**config.mk**
```make
export PLATFORM = sky130hd
export DESIGN_NAME = ras_ctrl
export DESIGN_NICKNAME = d
export VERILOG_FILES = /design/src/rtl/ras_pkg.sv /design/src/rtl/ras_ctrl.sv
export SDC_FILE = /design/constraint.sdc
export NUM_CORES = 1
export LEC_CHECK = 0
export CAP_MARGIN = 5
export CELL_PAD_IN_SITES_DETAIL_PLACEMENT = 1
export CELL_PAD_IN_SITES_GLOBAL_PLACEMENT = 2
export CORE_MARGIN = 3
export CORE_UTILIZATION = 27
export CTS_CLUSTER_DIAMETER = 120
export DETAILED_ROUTE_END_ITERATION = 12
export GPL_ROUTABILITY_DRIVEN = 0
export GPL_TIMING_DRIVEN = 0
export PLACE_DENSITY_LB_ADDON = 0.2
export SLEW_MARGIN = 25
export SYNTH_ARGS = -nofsm -noshare
export SYNTH_HDL_FRONTEND = slang
export SYNTH_SLANG_ARGS = --single-unit
```
**constraint.sdc**
```tcl
create_clock -name clk_i -period 6.6 [get_ports clk_i]
set_clock_uncertainty 0.15 [all_clocks]
set_input_delay 1.32 -clock clk_i [delete_from_list [all_inputs] [get_ports clk_i]]
set_output_delay 1.32 -clock clk_i [all_outputs]
set_load 0.1 [all_outputs]
```
**src/rtl/ras_pkg.sv**
```systemverilog
// Shared types for the return-address-stack sequencer and the stack itself.
// Request codes match the predictor's 2-bit request type field.
package ras_pkg;

    localparam int RAS_ADDR_W = 64;

    typedef enum logic [1:0] {
        REQ_NONE  = 2'b00,
        REQ_CALL  = 2'b01,
        REQ_RET   = 2'b10,
        REQ_CORET = 2'b11
    } req_type_e;

    typedef enum logic [1:0] {
        IDLE       = 2'd0,
        CORET_PUSH = 2'd1,
        DRAIN      = 2'd2
    } state_e;

endpackage

```
**src/rtl/ras_ctrl.sv**
```systemverilog
// Sequences CALL/RET/CORET into single push/pop pulses one cycle after accept; CORET takes two cycles.
// Flush drains the stack with one pop per cycle; requests stall (ready low) outside IDLE or during flush.
module ras_ctrl
    import ras_pkg::*;
#(
    parameter int ADDR_W = RAS_ADDR_W,
    parameter int DEPTH  = 4,
    parameter int CNT_W  = $clog2(DEPTH + 1)
) (
    input  logic              clk_i,
    input  logic              rst_i,
    input  logic              req_valid_i,
    output logic              req_ready_o,
    input  logic [1:0]        req_type_i,
    input  logic [ADDR_W-1:0] req_link_i,
    input  logic              flush_i,
    output logic              pred_valid_o,
    output logic [ADDR_W-1:0] pred_addr_o,
    output logic              ras_push_o,
    output logic              ras_pop_o,
    output logic [ADDR_W-1:0] ras_addr_o,
    input  logic [ADDR_W-1:0] ras_top_i,
    input  logic              ras_empty_i,
    input  logic              ras_full_i,
    output logic [CNT_W-1:0]  depth_o,
    output logic              ovf_o,
    output logic              busy_o,
    output logic              err_o
);
    localparam logic [CNT_W-1:0] FULL = CNT_W'(DEPTH);

    state_e            state;
    logic [CNT_W-1:0]  depth_q;
    logic [ADDR_W-1:0] link_q;
    logic              accept;
    logic              is_empty;
    logic              is_full;

    assign req_ready_o = (state == IDLE) & ~flush_i;
    assign accept      = req_valid_i & req_ready_o;
    assign busy_o      = (state != IDLE);
    assign depth_o     = depth_q;
    assign is_empty    = (depth_q == '0);
    assign is_full     = (depth_q == FULL);

    always_ff @(posedge clk_i or posedge rst_i) begin
        if (rst_i) begin
            state        <= IDLE;
            depth_q      <= '0;
            link_q       <= '0;
            pred_valid_o <= 1'b0;
            pred_addr_o  <= '0;
            ras_push_o   <= 1'b0;
            ras_pop_o    <= 1'b0;
            ras_addr_o   <= '0;
            ovf_o        <= 1'b0;
            err_o        <= 1'b0;
        end else begin
            ras_push_o   <= 1'b0;
            ras_pop_o    <= 1'b0;
            pred_valid_o <= 1'b0;
            ovf_o        <= 1'b0;
            // depth_q already counts in-flight ops; the stack reports post-op flags to match
            if (state == IDLE && ((is_empty != ras_empty_i) || (is_full != ras_full_i)))
                err_o <= 1'b1;
            case (state)
                IDLE: begin
                    if (accept) begin
                        case (req_type_i)
                            REQ_CALL: begin
                                if (!is_full) begin
                                    ras_push_o <= 1'b1;
                                    ras_addr_o <= req_link_i;
                                    depth_q    <= depth_q + CNT_W'(1);
                                end else begin
                                    ovf_o <= 1'b1;
                                end
                            end
                            REQ_RET, REQ_CORET: begin
                                if (!is_empty) begin
                                    pred_addr_o  <= ras_top_i;
                                    pred_valid_o <= 1'b1;
                                    ras_pop_o    <= 1'b1;
                                    depth_q      <= depth_q - CNT_W'(1);
                                end
                                if (req_type_i == REQ_CORET) begin
                                    link_q <= req_link_i;
                                    state  <= CORET_PUSH;
                                end
                            end
                            default: ;
                        endcase
                    end
                end
                CORET_PUSH: begin
                    if (!flush_i) begin
                        ras_push_o <= 1'b1;
                        ras_addr_o <= link_q;
                        depth_q    <= depth_q + CNT_W'(1);
                    end
                    state <= IDLE;
                end
                DRAIN: begin
                    if (!is_empty) begin
                        ras_pop_o <= 1'b1;
                        depth_q   <= depth_q - CNT_W'(1);
                    end
                    if (depth_q <= CNT_W'(1))
                        state <= IDLE;
                end
                default: state <= IDLE;
            endcase
            if (flush_i)
                state <= DRAIN;
        end
    end

endmodule

```
== After elaboration in Yosys (flattened, before gate mapping) ==
Cells that the tools add are included.
Storage, ports and cells
  bits in registers: 202
  logic and storage cells: 79
Operators by class
  bitwise gates (word level): 4
  order comparisons: 1
  equal/unequal tests: 18
  $add $sub $neg: 2
  reductions and logical operators: 13
  muxes and demuxes: 31
Operators with widths (number)
  two-way mux 64 bit: 4
  case mux 64 bit (2 select lines): 1
  two-way mux 1 bit: 12
  two-way mux 3 bit: 4
  AND reduction 4 bit: 3
  two-way mux 2 bit: 5
  AND reduction 5 bit: 2
  != test 3 bit, second input constant: 3
  case mux 3 bit (3 select lines): 1
  == test 2 bit, second input constant: 3
  != test 2 bit, second input constant: 3
  != test 3 x 2 -> 1 bit, second input constant: 2
  case mux 3 bit (2 select lines): 1
  == test 2 x 1 -> 1 bit, second input constant: 2
  case mux 1 bit (2 select lines): 2
  case mux 2 bit (2 select lines): 1
  nonzero test 2 bit: 2
  adder 3 x 1 -> 3 bit, second input constant: 1
  == test 3 bit, second input constant: 1
  less-or-equal comparator 3 x 1 -> 1 bit, second input constant: 1
  zero test 3 bit: 1
  != test 3 x 1 -> 1 bit, second input constant: 1
  nonzero test 3 bit: 1
  subtractor 3 x 1 -> 3 bit, second input constant: 1
  other kinds (8): 11

== Logic depth before layout (Yosys ltp) ==
Gate-level depths: netlist (run 1).
  depth after elaboration: 6
  mapped depth: 10

== Worst setup path before layout (run 1) ==
OpenSTA, ideal clock, no wires.
  kind: input-to-output
  start point: input flush_i
  end point: output req_ready_o
  path slack: 2997 ps
  arrival time: 2133 ps
  data required time: 5130 ps
  path buffers: 0
  stages on the path: 2
  cells stage by stage: nand2b_1 -> inv_1
On the way
  cells in the longest elaborated chain, start to end: 2
Ends and longest elaborated chain
  from (decl): RTL line ras_ctrl.sv:16  | input logic flush_i,
  NOT 1 bit: RTL line ras_ctrl.sv:39  | assign req_ready_o = (state == IDLE) & ~flush_i;
  AND 1 bit: RTL line ras_ctrl.sv:39
  to (decl): RTL line ras_ctrl.sv:13  | output logic req_ready_o,
Every way passes these cells.

== Final worst setup path (run 1) ==
Ends and elaborated chain as after synthesis.

==> results of run 1 <==
placed cells by master, fill, tap and decap left out, types with 2 or more instances in the layout:
master / synthesis / routed
clkbuf_2: 4 / 4
nand2b_1: 2 / 2
mux2i_1: 66 / 66
mux2_1: 11 / 11
nor2b_1: 3 / 3
inv_1: 8 / 7
a21oi_1: 2 / 2
clkbuf_8: 0 / 9
mux2_2: 117 / 117
clkinv_2: 0 / 4
o21ai_0: 51 / 51
a211oi_1: 2 / 2
nand3_1: 2 / 2
clkbuf_1: 3 / 7
dfrtp_1: 202 / 202
clkdlybuf4s50_1: 0 / 273
clkbuf_16: 0 / 25
nand2_2: 10 / 10
nor2_1: 3 / 3
a21o_1: 3 / 3
buf_4: 2 / 2
nand2_1: 58 / 58
buf_12: 0 / 7
ha_1: 7 / 7
a221oi_1: 2 / 2
nor3b_1: 2 / 2
buf_6: 8 / 8
o21ai_1: 9 / 9
o21ai_2: 11 / 11
buf_2: 17 / 17
logic make-up after synthesis:
logic type	after synthesis
compound gates	86
fa+ha+maj	7
buf+inv	43
flops	202
mux	194
simple gates	86
worst min-delay path, cell delays in order (launching register included):
cell	delay (ns)
dfrtp_1	0.34
nand2_1	0.04
o21ai_0	0.05
sequential cells by signal, indices dropped and copies added, names as in the netlist:
signal	cells
ras_push_o	1
pred_addr_o	64
depth_o	3
ras_pop_o	1
ras_addr_o	64
state	2
link_q	64
err_o	1
ovf_o	1
pred_valid_o	1
area by class of cell:
type	instances	area [um^2]	share of cell area [%]
Antenna cell	1	2.502	0.01980
Sequential cell	202	5055	40.00
Timing Repair Buffer	280	2873	22.73
Multi-Input combinational cell	373	3108	24.60
Inverter	8	33.78	0.2674
Clock buffer	38	764.5	6.050
Tap cell	396	495.5	3.921
Buffer	35	236.5	1.871
Clock inverter	7	67.56	0.5347
stage by stage:
stage / util [%] / instances / setup slack, ns / hold slack [ns] / cell area [um^2]
final: 41.20 / 1340 / 1.701 / 0.3217 / 12640
after global routing: 41.20 / 1340 / 1.611 / 0.3512 / 12640
after CTS: 41.19 / 1339 / 1.676 / 0.3336 / 12630
after detailed placement: 38.48 / 1294 / 1.699 / 0.3207 / 11800
after global placement: 38.02 / 1287 / 0.4839 / 0.2927 / 11660
after floorplan: - / 618 / 2.514 / 0.3078 / 8433
worst paths after layout:
kind / slack (ns) / depth (start not counted) / end
setup / recovery: 1.70 / 4 / req_ready_o
hold / removal: 0.32 / 2 / ras_addr_o[59]
setup reg to reg: 4.10 / 6 / link_q[59]
hold reg to reg: 0.32 / 2 / ras_addr_o[59]
max in group asynchronous: 4.43 / 4 / pred_addr_o[9]
min in group asynchronous: 1.08 / 2 / link_q[33]
per-layer routing:
layer	GRT usage (%)	share of wire (%)	vias to the layer above	wire length (um)
li1	-	-	2789	-
met1	18.47	42	3031	10270
met2	24.15	48	174	11640
met3	5.561	8.6	23	2100
met4	2.956	1.8	0	448
met5	0	0	-	0
==> run_results.csv, run 1 <==
group,metric,value,unit
setup_path,required,5.13,ns
grt,grt.overflow.total,0,
run_status,status,"completed",
setup_path,path_delay_family,"buffers and inverters",
place,post-dp-hpwl,17780,um
timing,rsz0062_at_grt,"false",
synth,synth-edff-count,0,
setup_path,startpoint,"flush_i",
floorplanning,num_rows,64,
detailed_routing,ant_nets,0,
clocking,cts_tree,"built",
synth,ys_ff_latch,202,
floorplanning,die_w,182.7,um
worst_hold_path,hold_start,"ras_addr_o[59]",
clocking,cts_buffers,25,
timing,setup_tns,0,ns
synth,ys_types,38,
synth,synthTopCellsByArea,"dfrtp_1, mux2_2, mux2i_1",
clocking,cts_setup_buffers,0,
setup_path,slowest_stage,"clkdlybuf4s50_1",
detailed_routing,viasPerCell,4.490,
clocking,cts_resized,0,
grt,grt_usage,14.66,%
timing,period_needed,4.899,ns
synth,synth-xor-area-share,0,%
synth,synth_top_area_share,59.97,%
synth,synth_top_cell_by_area,"dfrtp_1",
grt,grt_max_degree,29,
timing,relSlewSlack,29.46,%
floorplanning,start_util,27.48,%
synth,synth-compound-area-share,6.115,%
timing,post-route-period-util,74.23,%
synth,synthCells,618,
synth,syn_nets,761,
clocking,cts_root_buf,"clkbuf_16",
synth,yosys.area_share.simple,4.780,%
finish,area_delta_synth_final,49.90,%
synth,yosysMostFrequentCell,"dfrtp_1",
floorplanning,core_area,0.03067,mm^2
clocking,clk_path_buf_depth,3,
synth,postSynthAreaPerCell,13.64,um^2
timing,worst_pin_slew,1.055,ns
finish,drive_gt1_share,23.65,%
timing,max_freq,0.2041,GHz
grt,grt_first_pass_wirelength,39020,um
detailed_routing,drc,0,
setup_path,critical_path_class,"input port to primary output",
timing,drv_slew,0,
synth,synth_area,0.008429,mm^2
clocking,clk_latency,0.51,ns
detailed_routing,wl_per_cell,18.25,um
timing,finalHoldViolCount,0,
floorplanning,die_area,0.03338,mm^2
synth,synth-async-reset-ratio,100.0,%
synth,yosysSeqAreaShare,59.97,%
setup_path,arrival,3.43,ns
detailed_routing,initialDrtViolationCount,185,
synth,synthAdderAreaFrac,1.039,%
setup_path,worst-path-buf-inv,3,
clocking,clock_sinks,202,
detailed_routing,wirelength,24460,um
grt,antenna_found_initial,1,
setup_path,r2r-start,"state[1]",
clocking,cts.clk_slew.worst_paths,0.06,ns
synth,ys_warn_count,0,
synth,synthMuxAreaShare,24.94,%
timing,finalSetupViolCount,0,
finish,nets,1068,
synth,synthFlopType,"dfrtp_1",
setup_path,crit_top_cell,"clkdlybuf4s50_1",
setup_path,cp-start-kind,"input port",
finish,fill_cells,3249,
setup_path,path_cells,"clkdlybuf4s50_1 > nand2b_1 > inv_1 > clkdlybuf4s50_1",
detailed_routing,route.vias.total,6017,
floorplanning,dieHeight,182.7,um
setup_path,max_stage_delay,1.15,ns
clocking,cts_hold_buf,0,
worst_hold_path,hp-class,"register to register",
setup_path,cp-end-kind,"primary output",
grt,grt_pass1_vias,6633,
detailed_routing,firstDrtPassIters,4,
clocking,htree_levels,1,
place,port_buffers,273,
floorplanning,io_pins,274,
setup_path,crit_fanout,8,
synth,synth_top_family_by_area,"multiplexers",
run,drv_cap,0,
synth,synth_commonest_cells,"dfrtp_1, mux2_2, mux2i_1",
Power of run 1 is left out: the tool's default activity adds up to more than one toggle a clock period on the data nets, which glitch-free logic cannot reach.
==> run 2: changes to the inputs <==
clock period = 4 ns   (was 6.6 ns; I/O delays follow)
==> results of run 2 <==
The final DEF is identical to that of run 1. Status: completed.
Main changes from that run: setup slack after placement 1.699 ns -> 0.1393 ns; setup slack after layout 1.701 ns -> 0.1407 ns; register-to-register setup slack 4.10 ns -> 1.50 ns
Power of run 2 is left out for the same reason.
==> run 3: changes to the inputs <==
--- a/config.mk
+++ b/config.mk
@@ -17,2 +17,3 @@
 export PLACE_DENSITY_LB_ADDON = 0.2
+export REMOVE_ABC_BUFFERS = 1
 export SLEW_MARGIN = 25
--- a/constraint.sdc
+++ b/constraint.sdc
@@ -4,2 +4,2 @@
 set_output_delay 0.8 -clock clk_i [all_outputs]
-set_load 0.1 [all_outputs]
+set_load 0.05 [all_outputs]
==> run 3 against run 2 <==
  * Worst setup slack better by 0.36 ns
  * Final cell count fell by 1.9%
  * Routed wire length is 5.3% lower
  * Non-clock buffer count is 26 lower
  * Critical path depth unchanged
  * Hold slack worse by 0.0097 ns
  * Fmax grew 10%
  * Flip-flop and latch count is the same
  * Die area is the same
  * Sequential share of layout area hardly changed
  * Core utilization barely moved
  * Via count down 4.1%
  * Largest cell class unchanged
  * Highest routed layer unchanged
==> run_results.csv, run 3 (synthesis results as in run 1) <==
group,metric,value,unit
power,p_per_area,847.8,mW/mm^2
grt,grt_pass1_vias,6201,
timing,setup_tns,0,ns
clocking,cts_root_buf,"clkbuf_16",
clocking,clk_path_buf_depth,3,
detailed_routing,ant_nets,0,
power,ir_drop,495.7,uV
detailed_routing,wl_per_cell,17.62,um
setup_path,critical_path_class,"input port to primary output",
floorplanning,core_area,0.03067,mm^2
finish,mostFrequentLayoutCell,"clkdlybuf4s50_1",
detailed_routing,route.vias.total,5773,
timing,finalHoldViolCount,0,
setup_path,slowest_stage,"clkdlybuf4s50_1",
clocking,cts_hold_buf,0,
timing,worst_slack,0.5046,ns
detailed_routing,viasPerCell,4.393,
finish,fill_cells,3190,
finish,final_util,41.25,%
setup_path,required,3.05,ns
clocking,cts_setup_buffers,0,
finish,nets,1042,
place,dp_slack,0.3809,ns
timing,max_freq,0.2861,GHz
clocking,cts.clk_slew.worst_paths,0.06,ns
timing,period_needed,3.495,ns
setup_path,path_cells,"clkdlybuf4s50_1 > nand2b_1 > inv_1 > clkdlybuf4s50_1",
setup_path,cp-start-kind,"input port",
clocking,clock_sinks,202,
run_status,status,"completed",
setup_path,cp-end-kind,"primary output",
setup_path,arrival,2.55,ns
grt,grt_first_pass_wirelength,36600,um
finish,antenna_cells,0,
floorplanning,start_util,27.48,%
floorplanning,num_rows,64,
finish,area_delta_synth_final,50.08,%
place,port_buffers,273,
setup_path,path_delay_family,"buffers and inverters",
place,placed_cells,1268,
setup_path,crit_fanout,8,
grt,grt_max_degree,76,
timing,drv_slew,0,
grt,grt.overflow.total,0,
detailed_routing,firstDrtPassIters,4,
finish,regArea,0.005055,mm^2
worst_hold_path,hp-class,"register to register",
finish,multi_input_area,0.003137,mm^2
floorplanning,die_area,0.03338,mm^2
setup_path,max_stage_delay,0.80,ns
timing,worst_pin_slew,0.7312,ns
power,p_leak,5.273,nW
timing,rsz0062_at_grt,"false",
timing,post-route-period-util,87.39,%
clocking,cts_buffers,25,
clocking,htree_levels,1,
detailed_routing,wirelength,23160,um
clocking,clk_latency,0.52,ns
setup_path,worst-path-buf-inv,3,
place,post-dp-hpwl,16930,um
detailed_routing,initialDrtViolationCount,192,
floorplanning,dieHeight,182.7,um
clocking,cts_resized,0,
finish,layout_common_cells,"clkdlybuf4s50_1, dfrtp_1, mux2_2",
floorplanning,die_w,182.7,um
clocking,cts_tree,"built",
floorplanning,io_pins,274,
timing,hold_slack,0.3120,ns
grt,antenna_found_initial,0,
finish,final_cells,1314,
grt,grt_usage,13.69,%
timing,relSlewSlack,51.11,%
setup_path,crit_top_cell,"clkdlybuf4s50_1",
run,drv_cap,0,
finish,top_regs,"link_q x64, pred_addr_o x64, ras_addr_o x64",
timing,finalSetupViolCount,0,
detailed_routing,drc,0,
finish,drive_gt1_share,22.00,%
[run 3: cell count changes in the layout (fill, tap and decap cells not counted), moves of 2 or more]
cell      delta
buf_12       -2
buf_16       +9
buf_2       -17
buf_4        -2
buf_6        -8
clkbuf_1     -2
clkbuf_2     -4
[run 3: power by group]
group	internal, mW	total, mW	switching (mW)	leakage (nW)
Clock	1.33	2.21	0.874	0.410
Sequential	2.96	3.42	0.463	2.53
Combinational	1.88	5.10	3.22	2.33
[run 3: path summary, 6_finish.rpt]
kind / end / depth (start not counted) / slack [ns] / start
setup / recovery: req_ready_o / 4 / 0.50 / flush_i
hold reg to reg: err_o / 1 / 0.31 / err_o
setup reg to reg: ras_addr_o[52] / 10 / 1.05 / state[0]
min in group asynchronous: ras_addr_o[44] / 2 / 0.59 / rst_i
hold / removal: err_o / 1 / 0.31 / err_o
max in group asynchronous: pred_addr_o[49] / 4 / 1.97 / rst_i
[run 3: metal layers]
| metal | track usage, % | vias up | routed length (um) |
|---|---|---|---|
| met3 | 2.950 | 32 | 1114 |
| met2 | 24.05 | 117 | 11890 |
| li1 | - | 2730 | - |
| met1 | 16.90 | 2894 | 9470 |
| met5 | 0 | - | 0 |
| met4 | 3.961 | 0 | 679 |
[run 3: worst register-to-register path: cells and delay by family (launching register included)]
family | cells | cell delay [ns]
and+or+nand+nor | 1 | 0.28
adders and majority gates | 1 | 0.30
DFF | 1 | 0.41
AOI/OAI and AO/OA | 2 | 0.64
buffers and inverters | 6 | 1.03
[run 3: metrics by stage]
step           power, mW  area (um^2)
2_1_floorplan      6.728         8193
3_3_place_gp       8.537        11420
3_5_place_dp       8.631        11840
4_1_cts            10.93        12650
5_1_grt            11.32        12650
6_report           10.73        12650
[run 3: final cells by class]
class                   count  area share, %
clock buffers              40          6.181
clock inverters             6         0.2670
inverters                   8         0.2967
multi-input cells         373          24.79
flip-flops and latches    202          39.96
well taps                 396          3.917
repair buffers            289          24.59
(Power assumes the default switching activity.)
